$ cat src/rtl/h264_sync_fifo_pkg.sv
// Shared constants and types for the codec stage FIFOs.
// Defaults match the common pixel/coefficient stage configuration.
package h264_fifo_pkg;

  function automatic int clog2(input int value);
    int r;
    r = 0;
    for (int v = value - 1; v > 0; v = v >> 1) r++;
    return r;
  endfunction

  localparam int FIFO_DATA_WIDTH = 8;
  localparam int FIFO_DEPTH      = 16;
  localparam int FIFO_PTR_WIDTH  = clog2(FIFO_DEPTH);
  localparam int FIFO_AF_THRESH  = 12;
  localparam int FIFO_AE_THRESH  = 2;

  // Fill level spans 0..DEPTH inclusive, hence one extra bit.
  typedef logic [FIFO_PTR_WIDTH:0] fifo_level_t;

endpackage

$ cat src/rtl/h264_sync_fifo_if.sv
// Write/read handshake bundle of the stage FIFO.
// valid/ready: a word moves on a rising edge where both are high; valid never waits on ready.
interface h264_sync_fifo_if import h264_fifo_pkg::*; #(
  parameter int DATA_WIDTH = FIFO_DATA_WIDTH
) ();
  logic                  wr_valid_i;
  logic                  wr_ready_o;
  logic [DATA_WIDTH-1:0] wr_data_i;
  logic                  rd_valid_o;
  logic                  rd_ready_i;
  logic [DATA_WIDTH-1:0] rd_data_o;

  modport slave (
    input  wr_valid_i, wr_data_i, rd_ready_i,
    output wr_ready_o, rd_valid_o, rd_data_o
  );

  modport master (
    output wr_valid_i, wr_data_i, rd_ready_i,
    input  wr_ready_o, rd_valid_o, rd_data_o
  );
endinterface

$ cat src/rtl/h264_sync_fifo_ram.sv
// Storage array: one synchronous write port, combinational read port.
// The array carries no reset; control logic never reads an unwritten slot.
module h264_sync_fifo_ram import h264_fifo_pkg::*; #(
  parameter int DATA_WIDTH = FIFO_DATA_WIDTH,
  parameter int DEPTH      = FIFO_DEPTH,
  parameter int PTR_WIDTH  = clog2(DEPTH)
) (
  input  logic                  clk,
  input  logic                  we,
  input  logic [PTR_WIDTH-1:0]  waddr,
  input  logic [DATA_WIDTH-1:0] wdata,
  input  logic [PTR_WIDTH-1:0]  raddr,
  output logic [DATA_WIDTH-1:0] rdata
);
  logic [DATA_WIDTH-1:0] mem [DEPTH];

  always_ff @(posedge clk) begin
    if (we) mem[waddr] <= wdata;
  end

  assign rdata = mem[raddr];
endmodule

$ cat src/rtl/h264_sync_fifo.sv
// Single-clock FIFO with a registered first-word-fall-through head register,
// fill level, almost flags, synchronous flush and sticky error flags.
module h264_sync_fifo import h264_fifo_pkg::*; #(
  parameter int DATA_WIDTH = FIFO_DATA_WIDTH,
  parameter int DEPTH      = FIFO_DEPTH,
  parameter int PTR_WIDTH  = clog2(DEPTH),
  parameter int AF_THRESH  = FIFO_AF_THRESH,
  parameter int AE_THRESH  = FIFO_AE_THRESH
) (
  input  logic                 clk,
  input  logic                 rst_n,
  input  logic                 flush_i,
  h264_sync_fifo_if.slave      bus,
  output logic [PTR_WIDTH:0]   level_o,
  output logic                 almost_full_o,
  output logic                 almost_empty_o,
  output logic                 overflow_o,
  output logic                 underflow_o
);
  localparam logic [PTR_WIDTH:0] ONE       = (PTR_WIDTH+1)'(1);
  localparam logic [PTR_WIDTH:0] DEPTH_LVL = DEPTH[PTR_WIDTH:0];
  localparam logic [PTR_WIDTH:0] AF_LVL    = AF_THRESH[PTR_WIDTH:0];
  localparam logic [PTR_WIDTH:0] AE_LVL    = AE_THRESH[PTR_WIDTH:0];

  logic [PTR_WIDTH:0]    wptr, rptr;
  logic                  rd_valid_q;
  logic [DATA_WIDTH-1:0] rd_data_q;
  logic [DATA_WIDTH-1:0] ram_rdata;
  logic ram_empty, full, wr_acc, rd_acc, out_free, load_ram, bypass, ram_we;

  assign ram_empty = (wptr == rptr);
  assign full      = (level_o == DEPTH_LVL);
  assign wr_acc    = bus.wr_valid_i & !full;
  assign rd_acc    = rd_valid_q & bus.rd_ready_i;
  // Head register can take a new word if it is empty or being drained now.
  assign out_free  = !rd_valid_q | bus.rd_ready_i;
  assign load_ram  = out_free & !ram_empty;
  assign bypass    = out_free & ram_empty & wr_acc;
  assign ram_we    = wr_acc & !bypass & !flush_i;

  h264_sync_fifo_ram #(
    .DATA_WIDTH(DATA_WIDTH),
    .DEPTH     (DEPTH),
    .PTR_WIDTH (PTR_WIDTH)
  ) u_ram (
    .clk  (clk),
    .we   (ram_we),
    .waddr(wptr[PTR_WIDTH-1:0]),
    .wdata(bus.wr_data_i),
    .raddr(rptr[PTR_WIDTH-1:0]),
    .rdata(ram_rdata)
  );

  always_ff @(posedge clk or negedge rst_n) begin
    if (!rst_n) begin
      wptr        <= '0;
      rptr        <= '0;
      level_o     <= '0;
      rd_valid_q  <= 1'b0;
      rd_data_q   <= '0;
      overflow_o  <= 1'b0;
      underflow_o <= 1'b0;
    end else if (flush_i) begin
      wptr        <= '0;
      rptr        <= '0;
      level_o     <= '0;
      rd_valid_q  <= 1'b0;
      rd_data_q   <= '0;
      overflow_o  <= 1'b0;
      underflow_o <= 1'b0;
    end else begin
      if (ram_we) wptr <= wptr + ONE;
      if (load_ram) begin
        rd_data_q  <= ram_rdata;
        rd_valid_q <= 1'b1;
        rptr       <= rptr + ONE;
      end else if (bypass) begin
        rd_data_q  <= bus.wr_data_i;
        rd_valid_q <= 1'b1;
      end else if (rd_acc) begin
        rd_valid_q <= 1'b0;
      end
      // Simultaneous accept leaves the level unchanged.
      if (wr_acc && !rd_acc)      level_o <= level_o + ONE;
      else if (!wr_acc && rd_acc) level_o <= level_o - ONE;
      if (bus.wr_valid_i && full)          overflow_o  <= 1'b1;
      if (bus.rd_ready_i && !rd_valid_q)   underflow_o <= 1'b1;
    end
  end

  assign bus.wr_ready_o = !full;
  assign bus.rd_valid_o = rd_valid_q;
  assign bus.rd_data_o  = rd_data_q;
  assign almost_full_o  = (level_o >= AF_LVL);
  assign almost_empty_o = (level_o <= AE_LVL);
endmodule

$ cat src/flat_wrapper.sv
// flat-port wrapper written by rule: the top's interface ports become plain ports
module h264_sync_fifo_flat import h264_fifo_pkg::*;
#(
  parameter int DATA_WIDTH = FIFO_DATA_WIDTH,
  parameter int DEPTH      = FIFO_DEPTH,
  parameter int PTR_WIDTH  = clog2(DEPTH),
  parameter int AF_THRESH  = FIFO_AF_THRESH,
  parameter int AE_THRESH  = FIFO_AE_THRESH
)
  (clk, rst_n, flush_i, level_o, almost_full_o, almost_empty_o, overflow_o, underflow_o, bus_wr_valid_i, bus_wr_data_i, bus_rd_ready_i, bus_wr_ready_o, bus_rd_valid_o, bus_rd_data_o);
  h264_sync_fifo_if #(.DATA_WIDTH(DATA_WIDTH)) bus_i ();
  input  logic clk;
  input  logic rst_n;
  input  logic flush_i;
  output logic [PTR_WIDTH:0] level_o;
  output logic almost_full_o;
  output logic almost_empty_o;
  output logic overflow_o;
  output logic underflow_o;
  input wire logic [$bits(bus_i.wr_valid_i)-1:0] bus_wr_valid_i;
  input wire logic [$bits(bus_i.wr_data_i)-1:0] bus_wr_data_i;
  input wire logic [$bits(bus_i.rd_ready_i)-1:0] bus_rd_ready_i;
  output wire logic [$bits(bus_i.wr_ready_o)-1:0] bus_wr_ready_o;
  output wire logic [$bits(bus_i.rd_valid_o)-1:0] bus_rd_valid_o;
  output wire logic [$bits(bus_i.rd_data_o)-1:0] bus_rd_data_o;
  assign bus_i.wr_valid_i = bus_wr_valid_i;
  assign bus_i.wr_data_i = bus_wr_data_i;
  assign bus_i.rd_ready_i = bus_rd_ready_i;
  assign bus_wr_ready_o = bus_i.wr_ready_o;
  assign bus_rd_valid_o = bus_i.rd_valid_o;
  assign bus_rd_data_o = bus_i.rd_data_o;
  h264_sync_fifo #(.DATA_WIDTH(DATA_WIDTH), .DEPTH(DEPTH), .PTR_WIDTH(PTR_WIDTH), .AF_THRESH(AF_THRESH), .AE_THRESH(AE_THRESH)) u_core (.clk(clk), .rst_n(rst_n), .flush_i(flush_i), .bus(bus_i), .level_o(level_o), .almost_full_o(almost_full_o), .almost_empty_o(almost_empty_o), .overflow_o(overflow_o), .underflow_o(underflow_o));
endmodule
$ cat config.mk
export PLATFORM = sky130hd
export DESIGN_NAME = h264_sync_fifo_flat
export DESIGN_NICKNAME = d
export VERILOG_FILES = /design/src/rtl/h264_sync_fifo_pkg.sv /design/src/rtl/h264_sync_fifo_if.sv /design/src/rtl/h264_sync_fifo_ram.sv /design/src/rtl/h264_sync_fifo.sv /design/src/flat_wrapper.sv
export SDC_FILE = /design/constraint.sdc
export NUM_CORES = 1
export LEC_CHECK = 0
export BUFFER_PORTS_ARGS = -buffer_cell sky130_fd_sc_hd__buf_2
export CORE_AREA = 2 2 84 166
export CTS_BUF_LIST = sky130_fd_sc_hd__clkbuf_4 sky130_fd_sc_hd__clkbuf_8
export DETAILED_ROUTE_END_ITERATION = 10
export DIE_AREA = 0 0 86 168
export MAX_ROUTING_LAYER = met4
export PLACE_DENSITY = 0.64
export SLEW_MARGIN = 25
export SYNTH_ARGS = -nofsm -noshare
export SYNTH_HDL_FRONTEND = slang
export SYNTH_SLANG_ARGS = --single-unit
$ cat constraint.sdc
create_clock -name clk -period 3.2 [get_ports clk]
set_input_delay 0.32 -clock clk [delete_from_list [all_inputs] [get_ports clk]]
set_output_delay 0.32 -clock clk [all_outputs]
set_load 0.03 [all_outputs]
==> results.tsv, run 1 <==
stage	metric	value	unit
logic_synthesis	ys_seq_elements	154	
place	portBuffers	31	
logic_synthesis	ys_top_cells_by_count	edfxtp_1 (128), nor2_1 (39), mux4_2 (32), dfrtp_1 (26), a21oi_1 (15)	
sta	finalSetupViolCount	0	
worst_setup_path	cp_slowest_cell	dfrtp_1	
sta	finalHoldViolCount	0	
logic_synthesis	synth.net_count	391	
final_layout	drive_gt1_frac	0.284	
sta	hold_ws	0.160	ns
place	placedCellCount	555	
global_route	grt.overflow.total	0	
logic_synthesis	synth_async_sr_flop_share	0.169	
clocking	htreeDepth	4	
floorplan	num_io_pins	32	
global_route	grtUsageTotal	0.202	
power	p_leak	2.52	nW
worst_setup_path	cp_top_family	compound AO/OA/AOI/OAI gates	
worst_setup_path	path_buf_inv	0	
logic_synthesis	synthXorXnorAreaFrac	0.0177	
sta	slew_headroom	0.553	
floorplan	core-area	13300	sq um
power	peakVddDrop	376	uV
logic_synthesis	synth_compound_area_frac	0.0616	
clocking	clk_latency	0.45	ns
route	drc	0	
clocking	cts_root_buffer	clkbuf_8	
logic_synthesis	synth.mux.area_fraction	0.125	
logic_synthesis	synth_top_area_share	0.597	
logic_synthesis	synth_area_leader_cell	edfxtp_1	
sta	skew	0.0149	ns
floorplan	start_util	0.485	
final_layout	fill_cells	1026	
worst_setup_path	cp.required	3.54	ns
clocking	clockBufferDepth	2	
clocking	numCtsBuffers	17	
sta	rsz0062_at_grt	false	
route	dr_total_vias	3503	
final_layout	layout.nets	443	
route	drt.antenna.violating_nets	0	
global_route	antenna_found_initial	0	
run_status	status	finished, final reports clean	
floorplan	row_count	60	
logic_synthesis	ys_top_cells_by_area	edfxtp_1 (60%), mux4_2 (11%), dfrtp_1 (10%)	
final_layout	multiInputGateArea	1820	sq um
logic_synthesis	synth-main-ff-cell	edfxtp_1	
logic_synthesis	yosysSeqAreaShare	0.698	
global_route	grt_pass1_wl	20.5	mm
sta	layout_min_cycle_time	2.88	ns
logic_synthesis	yosys_warnings	0	
place	gp_congestion	0.910	
worst_hold_path	hp-class	input pin to flip-flop	
sta	tns	0	ns
route	dr.pass1.iters	5	
route	vias_per_cell	5.96	
final_layout	design_area	7270	sq um
logic_synthesis	synth_top_family_by_area	multiplexers	
worst_setup_path	crit_top_cell	nand2_1	
sta	worstMarginPinSlew	0.671	ns
job	cap_violations	0	
floorplan	die_h	168	um
route	initialDrtViolationCount	295	
floorplan	dieArea	14400	sq um
final_layout	syn2layout_area_growth	12.9	%
logic_synthesis	syn_inst	368	
final_layout	register_area	4500	sq um
global_route	grt_max_degree	35	
place	postPlaceCellArea	6820	sq um
logic_synthesis	synthAdderAreaFrac	0.0206	
clocking	clkTransAtPathRegs	0.09	ns
floorplan	die_width	86	um
logic_synthesis	netlist-cell-type-count	45	
worst_setup_path	start_kind	flip-flop	
sta	fin_crit_sh	0.901	
worst_setup_path	timing_worst_setup_path_type	flip-flop to flip-flop	
sta	maxSlewViolCount	0	
route	totalWireLength	13.3	mm
logic_synthesis	syn_avg_cell_area	17.5	sq um
global_route	grt_pass1_vias	3611	
clocking	cts.sinks	154	
clocking	cts_setup_buffers	0	
worst_setup_path	critical_path.max_stage_delay	0.49	ns
worst_setup_path	cp-end-kind	flip-flop	
logic_synthesis	synth-simple-area-share	0.0571	
clocking	cts_tree	yes	
worst_setup_path	crit_fanout	7	
final_layout	final_cells	588	
route	post_drt_wl_per_cell	22.5	um
place	dp_hpwl	8.70	mm
logic_synthesis	yosysMostFrequentCell	edfxtp_1	
worst_setup_path	crit_arrival	3.22	ns
sta	fmax	0.347	GHz
final_layout	antenna_cells	0	
power	powerDensity	733	nW/um^2
worst_setup_path	cp_cell_sequence	nor2_1, a31oi_1, nand2_1, fa_1, a21o_1, a21oi_1, nand2_1, o22ai_1, mux2_2	
logic_synthesis	synth_edf_count	128	
logic_synthesis	syn_area	6440	sq um
-- per-stage QoR --
step                total power [mW]  setup slack [ns]  utilization
finish                          5.33             0.317        0.547
global route                    5.56             0.125        0.547
CTS                             5.36             0.383        0.547
detailed placement              3.81             0.386        0.513
global placement                3.75             0.605        0.513
floorplan                       3.48             0.545            -
-- placed cells by master (no fill, tap or decap), drive strengths merged, types with 4 or more instances in the layout --
cell / instances
nor2: 39
ha: 9
inv: 13
clkbuf: 17
a221o: 8
nor2b: 7
buf: 49
dfrtp: 26
a21oi: 16
edfxtp: 128
mux4: 32
xnor2: 11
a22oi: 14
nand2: 14
nand3: 4
mux2i: 5
-- cell families after synthesis --
| kind of cell | Yosys count |
|---|---|
| AOI/OAI and AO/OA | 52 |
| and+or+nand+nor | 78 |
| xor gates and xnor gates | 13 |
| DFF | 154 |
| buffers and inverters | 21 |
| muxes | 40 |
| adders and majority gates | 10 |
-- layer usage --
layer | track usage | up-vias | share of wire
li1 | - | 1560 | -
met4 | 0.0780 | 0 | 0.022
met1 | 0.259 | 1796 | 0.41
met2 | 0.313 | 119 | 0.52
met5 | - | - | 0
met3 | 0.0466 | 28 | 0.047
-- cell type report --
class	instances	area share
Clock buffer	17	0.0322
Multi-Input combinational cell	193	0.250
Clock inverter	15	0.0277
Sequential cell	154	0.619
Tap cell	155	0.0267
Inverter	4	0.00207
Timing Repair Buffer	50	0.0430
-- report_power, final --
group / switching (mW) / internal (mW) / leakage [nW]
combinational: 0.796 / 0.539 / 0.805
clock: 0.811 / 0.743 / 0.214
sequential: 0.157 / 2.28 / 1.50
-- what timing repair did --
item,4_1_cts,5_1_grt
endpoints found under the setup margin,0,0
resized for setup,0,0
hold endpoints to repair,26,0
hold buffers,1,0
-- worst register-to-register path: cells and delay by family, from the launching register on --
kind / cells / cell delay (ns)
compound gates: 4 / 0.99
flops: 1 / 0.49
simple gates: 3 / 0.48
fa+ha+maj: 1 / 0.48
mux: 1 / 0.34
-- sequential cells by signal, indices dropped and copies added, names as in the netlist --
name and cells:
u_core.bus.rd_data_o 8, u_core.overflow_o 1, u_core.u_ram.mem 128, u_core.bus.rd_valid_o 1, u_core.wptr 5, u_core.rptr 5
u_core.underflow_o 1, u_core.level_o 5
-- path summary, 6_finish.rpt --
kind                                           startpoint                              to  slack [ns]  depth (start not counted)
max in group asynchronous                           rst_n      u_core.rptr[1]$_DFFE_PN0P_        2.34                          2
min in group asynchronous                           rst_n      u_core.rptr[2]$_DFFE_PN0P_        0.41                          2
max reg2reg                 u_core.level_o[2]$_DFFE_PN0P_   u_core.level_o[4]$_DFFE_PN0P_        0.32                          9
max                         u_core.level_o[2]$_DFFE_PN0P_   u_core.level_o[4]$_DFFE_PN0P_        0.32                          9
min reg2reg                u_core.underflow_o$_DFFE_PN0P_  u_core.underflow_o$_DFFE_PN0P_        0.51                          2
min                                        bus_rd_ready_i  u_core.underflow_o$_DFFE_PN0P_        0.16                          3
No activity file was read; power rests on OpenSTA's default activity.
==> run 2, diff against run 1 <==
==> constraint.sdc (replaced) <==
create_clock -name clk -period 3.1 [get_ports clk]
set_input_delay 0.31 -clock clk [delete_from_list [all_inputs] [get_ports clk]]
set_output_delay 0.31 -clock clk [all_outputs]
set_load 0.03 [all_outputs]
==> run 2 against run 1 <==
Effect of this change: sequential power up 3%; first-iteration DRC count up 14%; combinational power up 3%; setup slack worse by 0.0093 ns; clock power up 3%.
==> results.tsv, run 2 (synthesis results as in run 1) <==
stage	metric	value	unit	change
sta	tns	0	ns	unchanged
global_route	grtUsageMet3	0.0417		-0.00490
route	initialDrtViolationCount	336		+14%
floorplan	row_count	60		unchanged
final_layout	final_cells	588		unchanged
power	clock_power_share	0.291		about the same
power	design_power_total	5.50	mW	+3.3%
place	placedCellCount	555		unchanged
final_layout	layout.nets	443		unchanged
clocking	clockBufferDepth	2		unchanged
final_layout	antenna_cells	0		unchanged
route	post_drt_wl_per_cell	22.4	um	-0.51%
sta	fin_ws	0.307	ns	-0.00928 ns
floorplan	die_width	86	um	unchanged
sta	slew_headroom	0.560		+0.00701
global_route	use_met2	0.317		+0.00371
global_route	grt.overflow.total	0		unchanged
global_route	antenna_found_initial	0		unchanged
power	seqPwrFrac	0.458		about the same
clocking	cts_setup_buffers	0		unchanged
worst_setup_path	cp-end-kind	flip-flop		
route	totalWireLength	13.2	mm	-0.51%
global_route	grt_max_degree	35		unchanged
sta	worstMarginPinSlew	0.656	ns	-0.0149 ns
final_layout	regMostFlops	u_core.u_ram.mem		
worst_hold_path	min_from	bus_rd_ready_i		
clocking	clkTransAtPathRegs	0.09	ns	about the same
job	cap_violations	0		unchanged
worst_setup_path	crit_fanout	7		unchanged
final_layout	drive_gt1_frac	0.284		unchanged
final_layout	final_common_cell	edfxtp_1		
sta	finalSetupViolCount	0		unchanged
floorplan	num_io_pins	32		unchanged
worst_setup_path	reg2reg_depth	9		unchanged
worst_hold_path	hp-class	input pin to flip-flop		
run_status	status	finished, final reports clean		
clocking	cts.sinks	154		unchanged
sta	fmax	0.358	GHz	+3.2%
worst_setup_path	r2r_setup_slack	0.31	ns	about the same
power	powerDensity	757	nW/um^2	+3.3%
global_route	gr-usage-met1	0.258		-0.000533
route	dr.pass1.iters	5		unchanged
floorplan	die_h	168	um	unchanged
route	vias_per_cell	5.97		+0.14%
worst_setup_path	r2r_start	u_core.level_o[2]$_DFFE_PN0P_		
route	dr_total_vias	3508		+0.14%
power	switching_share	0.331		about the same
route	drc	0		unchanged
clocking	numCtsBuffers	17		unchanged
clocking	cts_hold_buffers	1		unchanged
floorplan	dieArea	14400	sq um	unchanged
place	dp_hpwl	8.74	mm	+0.41%
route	drt.antenna.violating_nets	0		unchanged
worst_setup_path	timing_worst_setup_path_type	flip-flop to flip-flop		
sta	layout_min_cycle_time	2.79	ns	-0.0907 ns
power	p_int	3.68	mW	+3.2%
worst_hold_path	worstHoldEndpoint	u_core.underflow_o$_DFFE_PN0P_		
floorplan	core-area	13300	sq um	unchanged
clocking	cts_root_buffer	clkbuf_8		
place	pre_cts_ws	0.327	ns	-0.0590 ns
clocking	cts_tree	yes		
power	p_leak	2.52	nW	unchanged
sta	maxSlewViolCount	0		unchanged
worst_hold_path	hold-path-cell-count	3		unchanged
worst_setup_path	r2r_end	u_core.level_o[4]$_DFFE_PN0P_		
global_route	grtUsageTotal	0.202		-0.000236
power	power_switching	1.82	mW	+3.3%
clocking	clk_latency	0.46	ns	about the same
final_layout	fin_util	0.547		unchanged
worst_setup_path	cp.required	3.44	ns	-0.10 ns
worst_setup_path	start_kind	flip-flop		
global_route	busiest_layer	met2		
sta	skew	0.0117	ns	-0.00314 ns
final_layout	syn2layout_area_growth	12.9	%	unchanged
place	portBuffers	31		unchanged
place	gp_congestion	0.904		-0.66%
final_layout	largest_reg_flops	128		unchanged
sta	fin_crit_sh	0.901		about the same
global_route	grt_pass1_vias	3614		+0.083%
worst_setup_path	crit_arrival	3.14	ns	-0.08 ns
power	combPwrFrac	0.251		about the same
clocking	cts_resized	0		unchanged
final_layout	final_cell_mix	edfxtp_1 (128), nor2_1 (39), mux4_2 (32)		
global_route	grt_pass1_wl	20.4	mm	-0.57%
clocking	htreeDepth	4		unchanged
power	peakVddDrop	379	uV	+0.92%
sta	rsz0062_at_grt	false		
floorplan	start_util	0.485		unchanged
sta	finalHoldViolCount	0		unchanged
-- run 2: cell counts in the layout (fill, tap and decap cells not counted) --
Identical to the previous run, type by type.
-- run 2: cell type report --
cell class / instances / area [sq um]
Sequential cell: 154 / 4500
Timing Repair Buffer: 50 / 313
Multi-Input combinational cell: 193 / 1820
Inverter: 4 / 15.0
Fill cell: 1027 / 6020
Tap cell: 155 / 194
Clock inverter: 15 / 201
Clock buffer: 17 / 234
-- run 2: layer usage --
layer | part of all wire | wire, um | vias up
met5 | 0 | 0 | -
met4 | 0.018 | 239 | 0
met2 | 0.52 | 6890 | 134
met3 | 0.056 | 738 | 17
met1 | 0.40 | 5310 | 1795
li1 | - | - | 1562
-- run 2: worst max path at each step --
stage                                  startpoint                             to  slack (ns)  cells after the start
finish              u_core.level_o[2]$_DFFE_PN0P_  u_core.level_o[4]$_DFFE_PN0P_        0.31                      9
global placement    u_core.level_o[0]$_DFFE_PN0P_  u_core.level_o[4]$_DFFE_PN0P_        0.51                      9
detailed placement  u_core.level_o[2]$_DFFE_PN0P_  u_core.level_o[4]$_DFFE_PN0P_        0.33                      9
floorplan           u_core.level_o[0]$_DFFE_PN0P_  u_core.level_o[4]$_DFFE_PN0P_        0.45                      9
CTS                 u_core.level_o[2]$_DFFE_PN0P_  u_core.level_o[4]$_DFFE_PN0P_        0.33                      9
global route        u_core.level_o[0]$_DFFE_PN0P_  u_core.level_o[4]$_DFFE_PN0P_        0.12                      9
-- run 2: critical path, cell delays in order, from the launching register on --
cell     delay [ns]
dfrtp_1        0.50
nor2_1         0.12
a31oi_1        0.37
nand2_1        0.27
fa_1           0.47
a21o_1         0.20
a21oi_1        0.19
nand2_1        0.08
o22ai_1        0.14
mux2_2         0.35
-- run 2: power by group through the flow --
stage | combinational, mW | clock (mW) | sequential [mW]
after floorplan | 0.973 | 0 | 2.62
after global placement | 1.32 | 0 | 2.54
after detailed placement | 1.38 | 0 | 2.56
after CTS | 1.38 | 1.63 | 2.52
after global routing | 1.50 | 1.71 | 2.54
final | 1.38 | 1.60 | 2.52
-- run 2: stage by stage --
stage,instance area (sq um),hold slack [ns]
finish,7270,0.156
global route,7270,0.140
CTS,7270,0.137
detailed placement,6820,0.372
global placement,6820,0.356
floorplan,6440,0.0144
